[config.mk]
export PLATFORM = sky130hd
export DESIGN_NAME = hier_fanout_dispatcher_flat
export DESIGN_NICKNAME = d
export VERILOG_FILES = /design/src/rtl/hier_pkg.sv /design/src/rtl/hier_fanout_dispatcher_if.sv /design/src/rtl/hier_sat_counter.sv /design/src/rtl/hier_fanout_dispatcher.sv /design/src/flat_wrapper.sv
export SDC_FILE = /design/constraint.sdc
export NUM_CORES = 1
export LEC_CHECK = 0
export ABC_AREA = 1
export CORE_MARGIN = 4
export CORE_UTILIZATION = 54
export CTS_CLUSTER_DIAMETER = 80
export DETAILED_ROUTE_END_ITERATION = 12
export DONT_BUFFER_PORTS = 1
export GPL_TIMING_DRIVEN = 0
export PLACE_DENSITY = 0.79
export SLEW_MARGIN = 10
export SYNTH_ARGS = -nofsm -noshare
export SYNTH_HDL_FRONTEND = slang
export SYNTH_SLANG_ARGS = --single-unit
[constraint.sdc]
create_clock -name clk -period 3.15 [get_ports clk]
set_clock_uncertainty 0.05 [all_clocks]
set_input_delay 0.315 -clock clk [delete_from_list [all_inputs] [get_ports clk]]
set_output_delay 0.315 -clock clk [all_outputs]
set_load 0.1 [all_outputs]
[src/rtl/hier_pkg.sv]
// ---------------------------------------------------------------------------
// hier_pkg
//   Shared types and helpers for the hierarchy fan-out dispatcher slice.
//   - NUM_LANES_DEFAULT : child count of the hierarchy node this stage feeds
//   - lane_idx_t        : lane index type sized for the default lane count
//   - disp_state_e      : holding-register occupancy state
//   - sat_inc           : saturating increment used by the statistics counters
// ---------------------------------------------------------------------------
package hier_pkg;

  localparam int NUM_LANES_DEFAULT = 10;

  typedef logic [$clog2(NUM_LANES_DEFAULT)-1:0] lane_idx_t;

  typedef enum logic {
    EMPTY = 1'b0,
    FULL  = 1'b1
  } disp_state_e;

  // Operates on a 64-bit container so one function serves every counter
  // width; callers zero-extend in and truncate out.
  function automatic logic [63:0] sat_inc(input logic [63:0] value,
                                          input logic [63:0] max_value);
    return (value >= max_value) ? max_value : value + 64'd1;
  endfunction

endpackage

[src/rtl/hier_fanout_dispatcher_if.sv]
// ---------------------------------------------------------------------------
// hier_fanout_dispatcher_if
//   Bundles the dispatcher's input stream and its per-lane output handshake.
//   master : the environment (upstream source + downstream child lanes)
//   slave  : the dispatcher itself
//   Signals:
//     in_valid/in_ready/in_data/in_directed/in_lane : input beat stream
//     lane_valid/lane_ready                          : per-lane handshake
//     lane_data                                      : shared payload bus
// ---------------------------------------------------------------------------
interface hier_fanout_dispatcher_if #(
  parameter int NUM_LANES = 10,
  parameter int DATA_W    = 32
);
  localparam int LANE_W = $clog2(NUM_LANES);

  logic                 in_valid;
  logic                 in_ready;
  logic [DATA_W-1:0]    in_data;
  logic                 in_directed;
  logic [LANE_W-1:0]    in_lane;
  logic [NUM_LANES-1:0] lane_valid;
  logic [NUM_LANES-1:0] lane_ready;
  logic [DATA_W-1:0]    lane_data;

  modport master (
    output in_valid, in_data, in_directed, in_lane, lane_ready,
    input  in_ready, lane_valid, lane_data
  );

  modport slave (
    input  in_valid, in_data, in_directed, in_lane, lane_ready,
    output in_ready, lane_valid, lane_data
  );

endinterface

[src/rtl/hier_sat_counter.sv]
// ---------------------------------------------------------------------------
// hier_sat_counter
//   Statistics counter that sticks at its all-ones value instead of wrapping.
//   Ports:
//     clk   : clock
//     rst   : synchronous active-high clear
//     inc   : count one event this cycle
//     count : current value
// ---------------------------------------------------------------------------
module hier_sat_counter
  import hier_pkg::*;
#(
  parameter int WIDTH = 16
) (
  input  logic             clk,
  input  logic             rst,
  input  logic             inc,
  output logic [WIDTH-1:0] count
);

  localparam logic [63:0] MAX_VALUE = (64'd1 << WIDTH) - 64'd1;

  // NOTE: sequential state is assigned with <= so every flop samples the
  // pre-edge values of its inputs, independent of statement order.
  always_ff @(posedge clk) begin
    if (rst) begin
      count <= '0;
    end else if (inc) begin
      count <= WIDTH'(sat_inc(64'(count), MAX_VALUE));
    end
  end

endmodule

[src/rtl/hier_fanout_dispatcher.sv]
// ---------------------------------------------------------------------------
// hier_fanout_dispatcher
//   Single-entry distribution stage in front of a NUM_LANES-way hierarchy
//   node. Each accepted beat goes to exactly one lane, chosen either by a
//   round-robin pointer or by the lane index carried with the beat. Directed
//   beats naming a non-existent lane are swallowed and counted as drops.
//   Ports:
//     clk, rst   : clock, synchronous active-high reset
//     bus        : input stream + per-lane handshake (slave modport)
//     rr_ptr     : lane the next round-robin beat will take
//     accept_cnt : beats delivered to a lane (saturating)
//     drop_cnt   : directed beats dropped for an illegal lane (saturating)
//     busy       : holding register occupied
// ---------------------------------------------------------------------------
module hier_fanout_dispatcher
  import hier_pkg::*;
#(
  parameter int NUM_LANES = NUM_LANES_DEFAULT,
  parameter int DATA_W    = 32,
  parameter int LANE_W    = $clog2(NUM_LANES),
  parameter int CNT_W     = 16
) (
  input  logic              clk,
  input  logic              rst,
  hier_fanout_dispatcher_if.slave bus,
  output logic [LANE_W-1:0] rr_ptr,
  output logic [CNT_W-1:0]  accept_cnt,
  output logic [CNT_W-1:0]  drop_cnt,
  output logic              busy
);

  localparam logic [LANE_W:0]   LANE_LIMIT = (LANE_W+1)'(NUM_LANES);
  localparam logic [LANE_W-1:0] LAST_LANE  = LANE_W'(NUM_LANES - 1);

  disp_state_e          state_q;
  logic [LANE_W-1:0]    held_lane_q;
  logic [DATA_W-1:0]    held_data_q;
  logic [NUM_LANES-1:0] lane_valid_q;
  logic [LANE_W-1:0]    rr_q;

  logic              drain;
  logic              accept;
  logic              illegal;
  logic              legal_accept;
  logic [LANE_W-1:0] sel_lane;

  // NOTE: every signal driven here gets a value on every path, so no latch
  // can be inferred.
  always_comb begin
    drain        = (state_q == FULL) && bus.lane_ready[held_lane_q];
    // Combinational path from lane_ready keeps one beat per cycle while the
    // holding register is draining.
    bus.in_ready = (state_q == EMPTY) || drain;
    accept       = bus.in_valid && bus.in_ready;
    illegal      = bus.in_directed && ({1'b0, bus.in_lane} >= LANE_LIMIT);
    legal_accept = accept && !illegal;
    sel_lane     = bus.in_directed ? bus.in_lane : rr_q;
  end

  always_ff @(posedge clk) begin
    if (rst) begin
      state_q      <= EMPTY;
      held_lane_q  <= '0;
      held_data_q  <= '0;
      lane_valid_q <= '0;
    end else begin
      case (state_q)
        EMPTY: begin
          if (legal_accept) begin
            state_q      <= FULL;
            held_lane_q  <= sel_lane;
            held_data_q  <= bus.in_data;
            lane_valid_q <= NUM_LANES'(1) << sel_lane;
          end
        end
        FULL: begin
          // While FULL, in_ready implies a drain, so a legal accept here is
          // always a same-edge reload with no bubble.
          if (legal_accept) begin
            held_lane_q  <= sel_lane;
            held_data_q  <= bus.in_data;
            lane_valid_q <= NUM_LANES'(1) << sel_lane;
          end else if (drain) begin
            state_q      <= EMPTY;
            lane_valid_q <= '0;
          end
        end
        default: begin
          state_q      <= EMPTY;
          lane_valid_q <= '0;
        end
      endcase
    end
  end

  // The pointer advances on every round-robin accept, whether or not the
  // chosen lane is ready, so no lane is ever skipped.
  always_ff @(posedge clk) begin
    if (rst) begin
      rr_q <= '0;
    end else if (legal_accept && !bus.in_directed) begin
      rr_q <= (rr_q == LAST_LANE) ? '0 : rr_q + LANE_W'(1);
    end
  end

  hier_sat_counter #(.WIDTH(CNT_W)) u_accept_cnt (
    .clk   (clk),
    .rst   (rst),
    .inc   (drain),
    .count (accept_cnt)
  );

  hier_sat_counter #(.WIDTH(CNT_W)) u_drop_cnt (
    .clk   (clk),
    .rst   (rst),
    .inc   (accept && illegal),
    .count (drop_cnt)
  );

  assign bus.lane_valid = lane_valid_q;
  assign bus.lane_data  = held_data_q;
  assign rr_ptr         = rr_q;
  assign busy           = (state_q == FULL);

  a_lane_valid_onehot0 : assert property (
    @(posedge clk) disable iff (rst) $onehot0(bus.lane_valid)
  );

endmodule

[src/flat_wrapper.sv]
// flat-port wrapper written by rule: the top's interface ports become plain ports
module hier_fanout_dispatcher_flat import hier_pkg::*;
#(
  parameter int NUM_LANES = NUM_LANES_DEFAULT,
  parameter int DATA_W    = 32,
  parameter int LANE_W    = $clog2(NUM_LANES),
  parameter int CNT_W     = 16
)
  (clk, rst, rr_ptr, accept_cnt, drop_cnt, busy, bus_in_valid, bus_in_data, bus_in_directed, bus_in_lane, bus_lane_ready, bus_in_ready, bus_lane_valid, bus_lane_data);
  hier_fanout_dispatcher_if #(.NUM_LANES(NUM_LANES), .DATA_W(DATA_W)) bus_i ();
  input  logic clk;
  input  logic rst;
  output logic [LANE_W-1:0] rr_ptr;
  output logic [CNT_W-1:0] accept_cnt;
  output logic [CNT_W-1:0] drop_cnt;
  output logic busy;
  input wire logic [$bits(bus_i.in_valid)-1:0] bus_in_valid;
  input wire logic [$bits(bus_i.in_data)-1:0] bus_in_data;
  input wire logic [$bits(bus_i.in_directed)-1:0] bus_in_directed;
  input wire logic [$bits(bus_i.in_lane)-1:0] bus_in_lane;
  input wire logic [$bits(bus_i.lane_ready)-1:0] bus_lane_ready;
  output wire logic [$bits(bus_i.in_ready)-1:0] bus_in_ready;
  output wire logic [$bits(bus_i.lane_valid)-1:0] bus_lane_valid;
  output wire logic [$bits(bus_i.lane_data)-1:0] bus_lane_data;
  assign bus_i.in_valid = bus_in_valid;
  assign bus_i.in_data = bus_in_data;
  assign bus_i.in_directed = bus_in_directed;
  assign bus_i.in_lane = bus_in_lane;
  assign bus_i.lane_ready = bus_lane_ready;
  assign bus_in_ready = bus_i.in_ready;
  assign bus_lane_valid = bus_i.lane_valid;
  assign bus_lane_data = bus_i.lane_data;
  hier_fanout_dispatcher #(.NUM_LANES(NUM_LANES), .DATA_W(DATA_W), .LANE_W(LANE_W), .CNT_W(CNT_W)) u_core (.clk(clk), .rst(rst), .bus(bus_i), .rr_ptr(rr_ptr), .accept_cnt(accept_cnt), .drop_cnt(drop_cnt), .busy(busy));
endmodule
# Word level (Yosys, flattened, before mapping)
# Cells that the tools add are included.
[classes]
n_reduce_logical = 10
shifts = 1
n_addsub = 3
mux = 16
magnitude_cmp = 4
bitwise = 1
eq_ne = 3
[op_table]
columns = ["cell", "count"]
rows = [
  ["$add A16 B1 Y16 const B", 2],
  ["$ge A16 B16 Y1 const B", 2],
  ["$mux W16", 2],
  ["$mux W32", 1],
  ["$mux W10", 3],
  ["$pmux W10 S2", 1],
  ["$mux W4", 3],
  ["$shl A1 B4 Y10 const A", 1],
  ["$logic_and A1 B1 Y1", 6],
  ["$lt A4 B5 Y1 const B", 1],
  ["$add A4 B1 Y4 const B", 1],
  ["$bmux W1 S4", 1],
  ["$eq A4 B4 Y1 const B", 1],
  ["$ge A4 B4 Y1 const B", 1],
  ["$mux W1", 4],
  ["$ne A3 B3 Y1 const B", 1],
  ["$logic_not A1 Y1", 2],
  ["$ne A2 B1 Y1 const B", 1],
  ["$pmux W1 S2", 1],
  ["$reduce_and A2 Y1", 1],
  ["$logic_or A1 B1 Y1", 1],
  ["$not A1 Y1", 1],
]
[totals]
ff_bits = 83
in_bits = 50

# Depth between registers and ports, before layout
# Gate-level depths: netlist of the first run.
[logic_depth]
word_depth = 8
mapped_depth = 12
ltp_nobuf = 10

# By module
# From an unflattened synthesis of the first run, not the netlist that was laid out.
[unflattened]
hier_cells = 581
hier_area_um2 = 4324.1
[modules_own_cells]
columns = ["mod", "cells_per_inst", "area_per_inst_um2", "seq_area_each_um2", "n_inst"]
rows = [
  ["hier_fanout_dispatcher", 303, 2377.3, 1021.0, 1],
  ["hier_sat_counter", 139, 973.4, 320.3, 2],
]

# Worst setup path before layout of the first run
# No wires, ideal clock.
[synth_path]
path_kind = "flip-flop to flip-flop"
startpoint = "register u_core.u_drop_cnt.count[0]"
endpoint = "register u_core.u_drop_cnt.count[11]"
path_buffers = 1
arrival_ps = 2426
slack_ps = 604
period_less_slack_ps = 2546
stages_incl_launch_ff = 9
setup_time_ps = 70
path_cell_list = "dfxtp_1 > ha_1 > nand3_1 > inv_1 > nand4_1 > buf_2 > nand3_1 > nand4_1 > a21oi_1"
[synth_via]
elab_chain_cells = 2
word_cells_on_any_way = 3
[synth_rtl]
columns = ["element", "line_no", "text"]
rows = [
  ["start, declared", "hier_sat_counter.sv:18", "output logic [WIDTH-1:0] count"],
  ["start signal, assigned", "hier_sat_counter.sv:29", "count <= WIDTH'(sat_inc(64'(count), MAX_VALUE));"],
  ["$add A16 B1 Y16 / $ge A16 B16 Y1 (equally long branches)", "hier_pkg.sv:24", "return (value >= max_value) ? max_value : value + 64'd1;"],
  ["$mux W16 *", "hier_pkg.sv:24", ""],
]
# Every way passes the cells marked *; elsewhere a longest branch is shown, timed or not.
# A chain may end at the register's enable or synchronous reset.

# Final worst setup path of the first run
[layout_path]
startpoint = "register u_core.u_accept_cnt.count[1]"
endpoint = "register u_core.u_accept_cnt.count[12]"
[layout_via]
elab_chain_cells = 2
word_cells_on_any_way = 3
[layout_rtl]
columns = ["element", "line_no"]
rows = [
  ["start, declared", "hier_sat_counter.sv:18"],
  ["start signal, assigned", "hier_sat_counter.sv:29"],
  ["$add A16 B1 Y16 / $ge A16 B16 Y1 (equally long branches)", "hier_pkg.sv:24"],
  ["$mux W16 *", "hier_pkg.sv:24"],
]
# Marked as above.

==> flow_metrics.env, run 1 <==
export IMPL_fillers=734
export IMPL_cp_start_kind="register"
export IMPL_setup_viol=0
export IMPL_slowest_delay_ns=1.01
export IMPL_critPathSlowestCell="dfxtp_1"
export IMPL_yosys_top_cells_area="dfxtp_1 (39%), nand2_1 (14%), a21oi_1 (7.1%), nand3_1 (5.3%), nand4_1 (4.9%)"
export IMPL_path_common_cell="inv_1"
export IMPL_max_cap_violations=0
export IMPL_synth_distinct_cells=28
export IMPL_dp_cells=705
export IMPL_rows=32
export IMPL_p_per_area_nw_per_um2=531
export IMPL_cp_top_family="flip-flops"
export IMPL_firstDrtPassIters=5
export IMPL_slew_headroom=0.229
export IMPL_crit_arrival_ns=3.20
export IMPL_antenna_found_initial=0
export IMPL_period_minus_slack_ns=2.97
export IMPL_num_vias=4124
export IMPL_die_area_sq_um=9350
export IMPL_worstPathBufferInverterCount=3
export IMPL_synth_edf_count=0
export IMPL_reg2reg_depth=8
export IMPL_routed_via_density=5.72
export IMPL_holdPathStages=2
export IMPL_synth_seq_cells=83
export IMPL_hold_class="in2reg"
export IMPL_cts_sinks=83
export IMPL_tightest_slew_ns=1.16
export IMPL_ioPinCount=130
export IMPL_place_detailed_hpwl_um=8410
export IMPL_cts_max_level=3
export IMPL_die_w_um=96.7
export IMPL_drtAntennaViolNets=0
export IMPL_wirelength_um=11300
export IMPL_synthCells=603
export IMPL_worst_path_stages=8
export IMPL_drive_above_1_share=0.147
export IMPL_wire_per_inst_um=15.6
export IMPL_ys_warn_count=0
export IMPL_grt_max_degree=16
export IMPL_grt_util_all_layers=0.238
export IMPL_grt_pass1_vias=3891
export IMPL_fmax_ghz=0.337
export IMPL_period_share=0.943
export IMPL_async_flop_share=0
export IMPL_drc=0
export IMPL_cp_max_fo=10
export IMPL_synth_seq_area_share=0.391
export IMPL_critPathRequiredTime_ns=3.38
export IMPL_grt_overflow=0
export IMPL_postCtsHoldBufs=0
export IMPL_cts_tree="done"
export IMPL_initial_core_util=0.553
export IMPL_syn_nets=655
export IMPL_fp_dieH_um=96.7
export IMPL_grt_pass1_wl_um=18800
export IMPL_cts_buffers_inserted=9
export IMPL_syn_cell_area_sq_um=4250
export IMPL_finalMaxSlewViolations=0
export IMPL_post_cts_setup_buffers=0
export IMPL_crit_chain="ha_1 -> nand3_1 -> inv_1 -> nand4_1 -> inv_1 -> clkbuf_1 -> o21ai_0 -> a21oi_1"
export IMPL_cts_buffer_depth=2
export IMPL_ir_worst_vdd_uv=369
export IMPL_core_area_sq_um=7690
export IMPL_synthFlopType="dfxtp_1"
export IMPL_clkTransAtPathRegs_ns=0.09
export IMPL_clock_root_buffer="clkbuf_8"
export IMPL_tns_ns=0
export IMPL_yosys_area_top_type="dfxtp_1"
export IMPL_p_leak_nw=1.67
export IMPL_synth_top_area_frac=0.391
export IMPL_crit_path_end_kind="register"
export IMPL_synthTopCellsByCount="nand2_1 (156), dfxtp_1 (83), a21oi_1 (60)"
export IMPL_nets=666
export IMPL_syn_area_per_cell_sq_um=7.04
export IMPL_synth_most_common_cell="nand2_1"
export IMPL_hold_violations=0
export IMPL_insertion_delay_ns=0.35
export IMPL_status="finished clean"
export IMPL_io_buffers=0
export IMPL_syn2layout_area_growth_pct=7.98
export IMPL_criticalPathCategory="reg2reg"
export IMPL_routabilityCongestion=0.925
export IMPL_diodes=0
export IMPL_rsz0062_at_grt="false"
export IMPL_initialDrtViolationCount=279
export IMPL_cts_repair_resized=0
export IMPL_final_cells=721
registers in the layout, indices dropped and copies added (netlist names):
register / flops
u_core.bus.lane_data: 32
u_core.u_accept_cnt.count: 16
u_core.u_drop_cnt.count: 16
u_core.bus.lane_valid: 10
u_core.held_lane_q: 4
u_core.rr_ptr: 4
u_core.busy: 1
placed cells by master, fill, tap and decap left out, drive strengths merged, types with 13 or more instances in the layout:
master / synthesis / final
inv: 51 / 53
a21oi: 81 / 81
nor3: 13 / 13
buf: 18 / 18
nor2: 37 / 37
clkbuf: 13 / 23
nand4: 33 / 33
dfxtp: 83 / 83
o21ai: 20 / 20
nand3: 49 / 49
nand2: 177 / 177
worst reg2reg max path, stage by stage, from the launching register on:
cell and delay (ns):
dfxtp_1 1.01, ha_1 0.39, nand3_1 0.14, inv_1 0.19, nand4_1 0.21, inv_1 0.21, clkbuf_1 0.38, o21ai_0 0.19
a21oi_1 0.14
where the power goes:
part | total, mW | internal (mW) | switching [mW]
Sequential | 1.38 | 1.09 | 0.298
Combinational | 0.252 | 0.0796 | 0.172
Clock | 0.798 | 0.395 | 0.403
Total | 2.44 | 1.56 | 0.873
cell type report:
class | instances | area [sq um] | share of cell area
inverters | 51 | 191 | 0.0417
multi-input cells | 438 | 2220 | 0.484
clock buffers | 10 | 138 | 0.0300
clock inverters | 6 | 71.3 | 0.0155
well taps | 102 | 128 | 0.0278
flip-flops and latches | 83 | 1660 | 0.363
plain buffers | 31 | 175 | 0.0382
layer usage:
| layer | vias up | GRT usage | wire length, um |
|---|---|---|---|
| met5 | - | 0 | 0 |
| li1 | 2015 | - | - |
| met3 | 16 | 0.0699 | 1120 |
| met1 | 1911 | 0.301 | 4690 |
| met4 | 0 | 0.0680 | 170 |
| met2 | 182 | 0.396 | 5300 |
per-stage QoR:
stage	total power [mW]	utilization	area [sq um]	hold WS (ns)	worst slack, ns
after detailed placement	1.66	0.569	4380	0.416	0.204
final	2.44	0.597	4590	0.0467	0.181
after global placement	1.65	0.569	4380	0.413	0.225
after floorplan	1.60	-	4250	0.408	0.604
after CTS	2.45	0.596	4580	0.0301	0.184
after global routing	2.53	0.597	4590	0.0284	0.0197
kinds of logic (layout without fill, tap and decap cells):
family	after synthesis	count (layout)	share of synthesized area
and+or+nand+nor	317	317	0.343
buffers and inverters	82	98	0.0863
adders and majority gates	2	2	0.00589
AOI/OAI and AO/OA	104	104	0.143
xor gates and xnor gates	15	15	0.0309
DFF	83	83	0.391
worst paths after layout:
check | from | endpoint | slack (ns)
max | u_core.u_accept_cnt.count[1]$_SDFFE_PP0P_ | u_core.u_accept_cnt.count[12]$_SDFFE_PP0P_ | 0.18
min reg2reg | u_core.held_lane_q[3]$_SDFFE_PP0P_ | u_core.held_lane_q[3]$_SDFFE_PP0P_ | 0.45
max reg2reg | u_core.u_accept_cnt.count[1]$_SDFFE_PP0P_ | u_core.u_accept_cnt.count[12]$_SDFFE_PP0P_ | 0.18
min | bus_in_data[2] | u_core.bus.lane_data[2]$_SDFFE_PP0P_ | 0.05
Note: power is estimated with default switching activity, not from simulation.
==> inputs of run 2 (changes only) <==
--- a/config.mk
+++ b/config.mk
@@ -7,12 +7,12 @@
 export LEC_CHECK = 0
 export ABC_AREA = 1
 export CORE_MARGIN = 4
-export CORE_UTILIZATION = 54
+export CORE_UTILIZATION = 47
 export CTS_CLUSTER_DIAMETER = 80
 export DETAILED_ROUTE_END_ITERATION = 12
 export DONT_BUFFER_PORTS = 1
 export GPL_TIMING_DRIVEN = 0
-export PLACE_DENSITY = 0.79
+export PLACE_DENSITY = 0.72
 export SLEW_MARGIN = 10
 export SYNTH_ARGS = -nofsm -noshare
 export SYNTH_HDL_FRONTEND = slang
==> flow_metrics.env, run 2 (synthesis results as in run 1) <==
export IMPL_drtAntennaViolNets=0
export IMPL_period_share=0.926
export IMPL_p_leak_nw=1.67
export IMPL_cts_sinks=83
export IMPL_wirelength_um=11600
export IMPL_routabilityCongestion=0.934
export IMPL_switchingPower_uw=924
export IMPL_fin_area_sq_um=4570
export IMPL_nets=666
export IMPL_initialDrtViolationCount=274
export IMPL_cts_max_level=3
export IMPL_cp_start_kind="register"
export IMPL_clock_root_buffer="clkbuf_8"
export IMPL_grt_overflow=0
export IMPL_place_detailed_hpwl_um=8640
export IMPL_grt_util_all_layers=0.221
export IMPL_intPower_mw=1.48
export IMPL_rows=34
export IMPL_hold_class="in2reg"
export IMPL_drc=0
export IMPL_insertion_delay_ns=0.36
export IMPL_fillers=868
export IMPL_num_vias=4048
export IMPL_io_buffers=0
export IMPL_utilization=0.522
export IMPL_dp_slack_ns=0.160
export IMPL_hold_violations=0
export IMPL_period_minus_slack_ns=2.92
export IMPL_p_per_area_nw_per_um2=525
export IMPL_pwr_share_clk=0.319
export IMPL_grt_max_degree=18
export IMPL_clkTransAtPathRegs_ns=0.10
export IMPL_cts_buffer_depth=2
export IMPL_core_area_sq_um=8760
export IMPL_tightest_slew_ns=1.17
export IMPL_critPathRequiredTime_ns=3.40
export IMPL_dp_cells=711
export IMPL_finalMaxSlewViolations=0
export IMPL_grt_pass1_vias=3797
export IMPL_fp_dieH_um=103
export IMPL_slew_headroom=0.220
export IMPL_firstDrtPassIters=5
export IMPL_placed_area_sq_um=4380
export IMPL_grt_pass1_wl_um=18700
export IMPL_ioPinCount=130
export IMPL_postCtsHoldBufs=0
export IMPL_power_frac_seq=0.577
export IMPL_rsz0062_at_grt="false"
export IMPL_crit_arrival_ns=3.16
export IMPL_wire_per_inst_um=15.9
export IMPL_max_cap_violations=0
export IMPL_criticalPathCategory="reg2reg"
export IMPL_drive_above_1_share=0.145
export IMPL_swShare=0.385
export IMPL_diodes=0
export IMPL_setup_viol=0
export IMPL_final_cell_mix="nand2_1 (156), dfxtp_1 (82), a21oi_1 (60)"
export IMPL_final_cells=727
export IMPL_initial_core_util=0.485
export IMPL_combPwrFrac=0.104
export IMPL_tns_ns=0
export IMPL_antenna_found_initial=0
export IMPL_final_common_cell="nand2_1"
export IMPL_cts_buffers_inserted=9
export IMPL_worst_slack_ns=0.233
export IMPL_cp_max_fo=10
export IMPL_routed_via_density=5.57
export IMPL_cts_tree="done"
export IMPL_syn2layout_area_growth_pct=7.69
export IMPL_fmax_ghz=0.343
export IMPL_largest_reg_flops=32
export IMPL_status="finished clean"
export IMPL_die_area_sq_um=10600
export IMPL_ir_worst_vdd_uv=272
export IMPL_crit_path_end_kind="register"
export IMPL_die_w_um=103
[run 2: changes by cell type in the layout (fill, tap and decap cells not counted), sizes merged]
cell      previous run  this run
clkinvlp             2         0
clkbuf              23        22
bufinv               1         0
inv                 53        57
[run 2: path summary, 6_finish.rpt]
kind	cells past startpoint	slack, ns	end	start
setup / recovery	8	0.23	u_core.u_drop_cnt.count[13]$_SDFFE_PP0P_	u_core.u_drop_cnt.count[1]$_SDFFE_PP0P_
hold / removal	2	0.03	u_core.bus.lane_data[30]$_SDFFE_PP0P_	bus_in_data[30]
setup reg to reg	8	0.23	u_core.u_drop_cnt.count[13]$_SDFFE_PP0P_	u_core.u_drop_cnt.count[1]$_SDFFE_PP0P_
hold reg to reg	2	0.46	u_core.held_lane_q[3]$_SDFFE_PP0P_	u_core.held_lane_q[3]$_SDFFE_PP0P_
[run 2: timing repair]
item                       CTS  global route
gates resized for setup      0             1
setup buffers                0             0
setup endpoints to repair    0            10
[run 2: cell type report]
class                   count  area, sq um  area share
multi-input cells         438         2220       0.485
flip-flops and latches     83         1660       0.364
inverters                  51          191      0.0418
plain buffers              31          175      0.0383
well taps                 108          135      0.0295
clock buffers               9          124      0.0271
clock inverters             7         66.3      0.0145
[run 2: worst max-delay path, stage by stage (launching register included)]
cell,delay [ns]
dfxtp_1,1.04
ha_1,0.38
nand3_1,0.17
inv_1,0.21
nand4_1,0.31
buf_2,0.32
nand3_1,0.11
nand4_1,0.09
a21oi_1,0.17
[run 2: metal layers]
layer	wire length (um)	GRT usage
met1	4810	0.279
met2	5500	0.370
met3	1140	0.0670
met4	127	0.0578
met5	0	0
[run 2: per-stage QoR]
stage          total power [mW]  hold WS (ns)
6_report                   2.40        0.0327
5_1_grt                    2.50        0.0215
4_1_cts                    2.42        0.0244
3_5_place_dp               1.66         0.417
3_3_place_gp               1.65         0.413
2_1_floorplan              1.60         0.408
[run 2: power by group through the flow]
stage	Sequential [mW]	Clock (mW)	Combinational, mW
3_5_place_dp	1.41	0	0.250
3_3_place_gp	1.41	0	0.241
4_1_cts	1.39	0.779	0.251
6_report	1.39	0.765	0.250
5_1_grt	1.39	0.831	0.280
2_1_floorplan	1.40	0	0.199
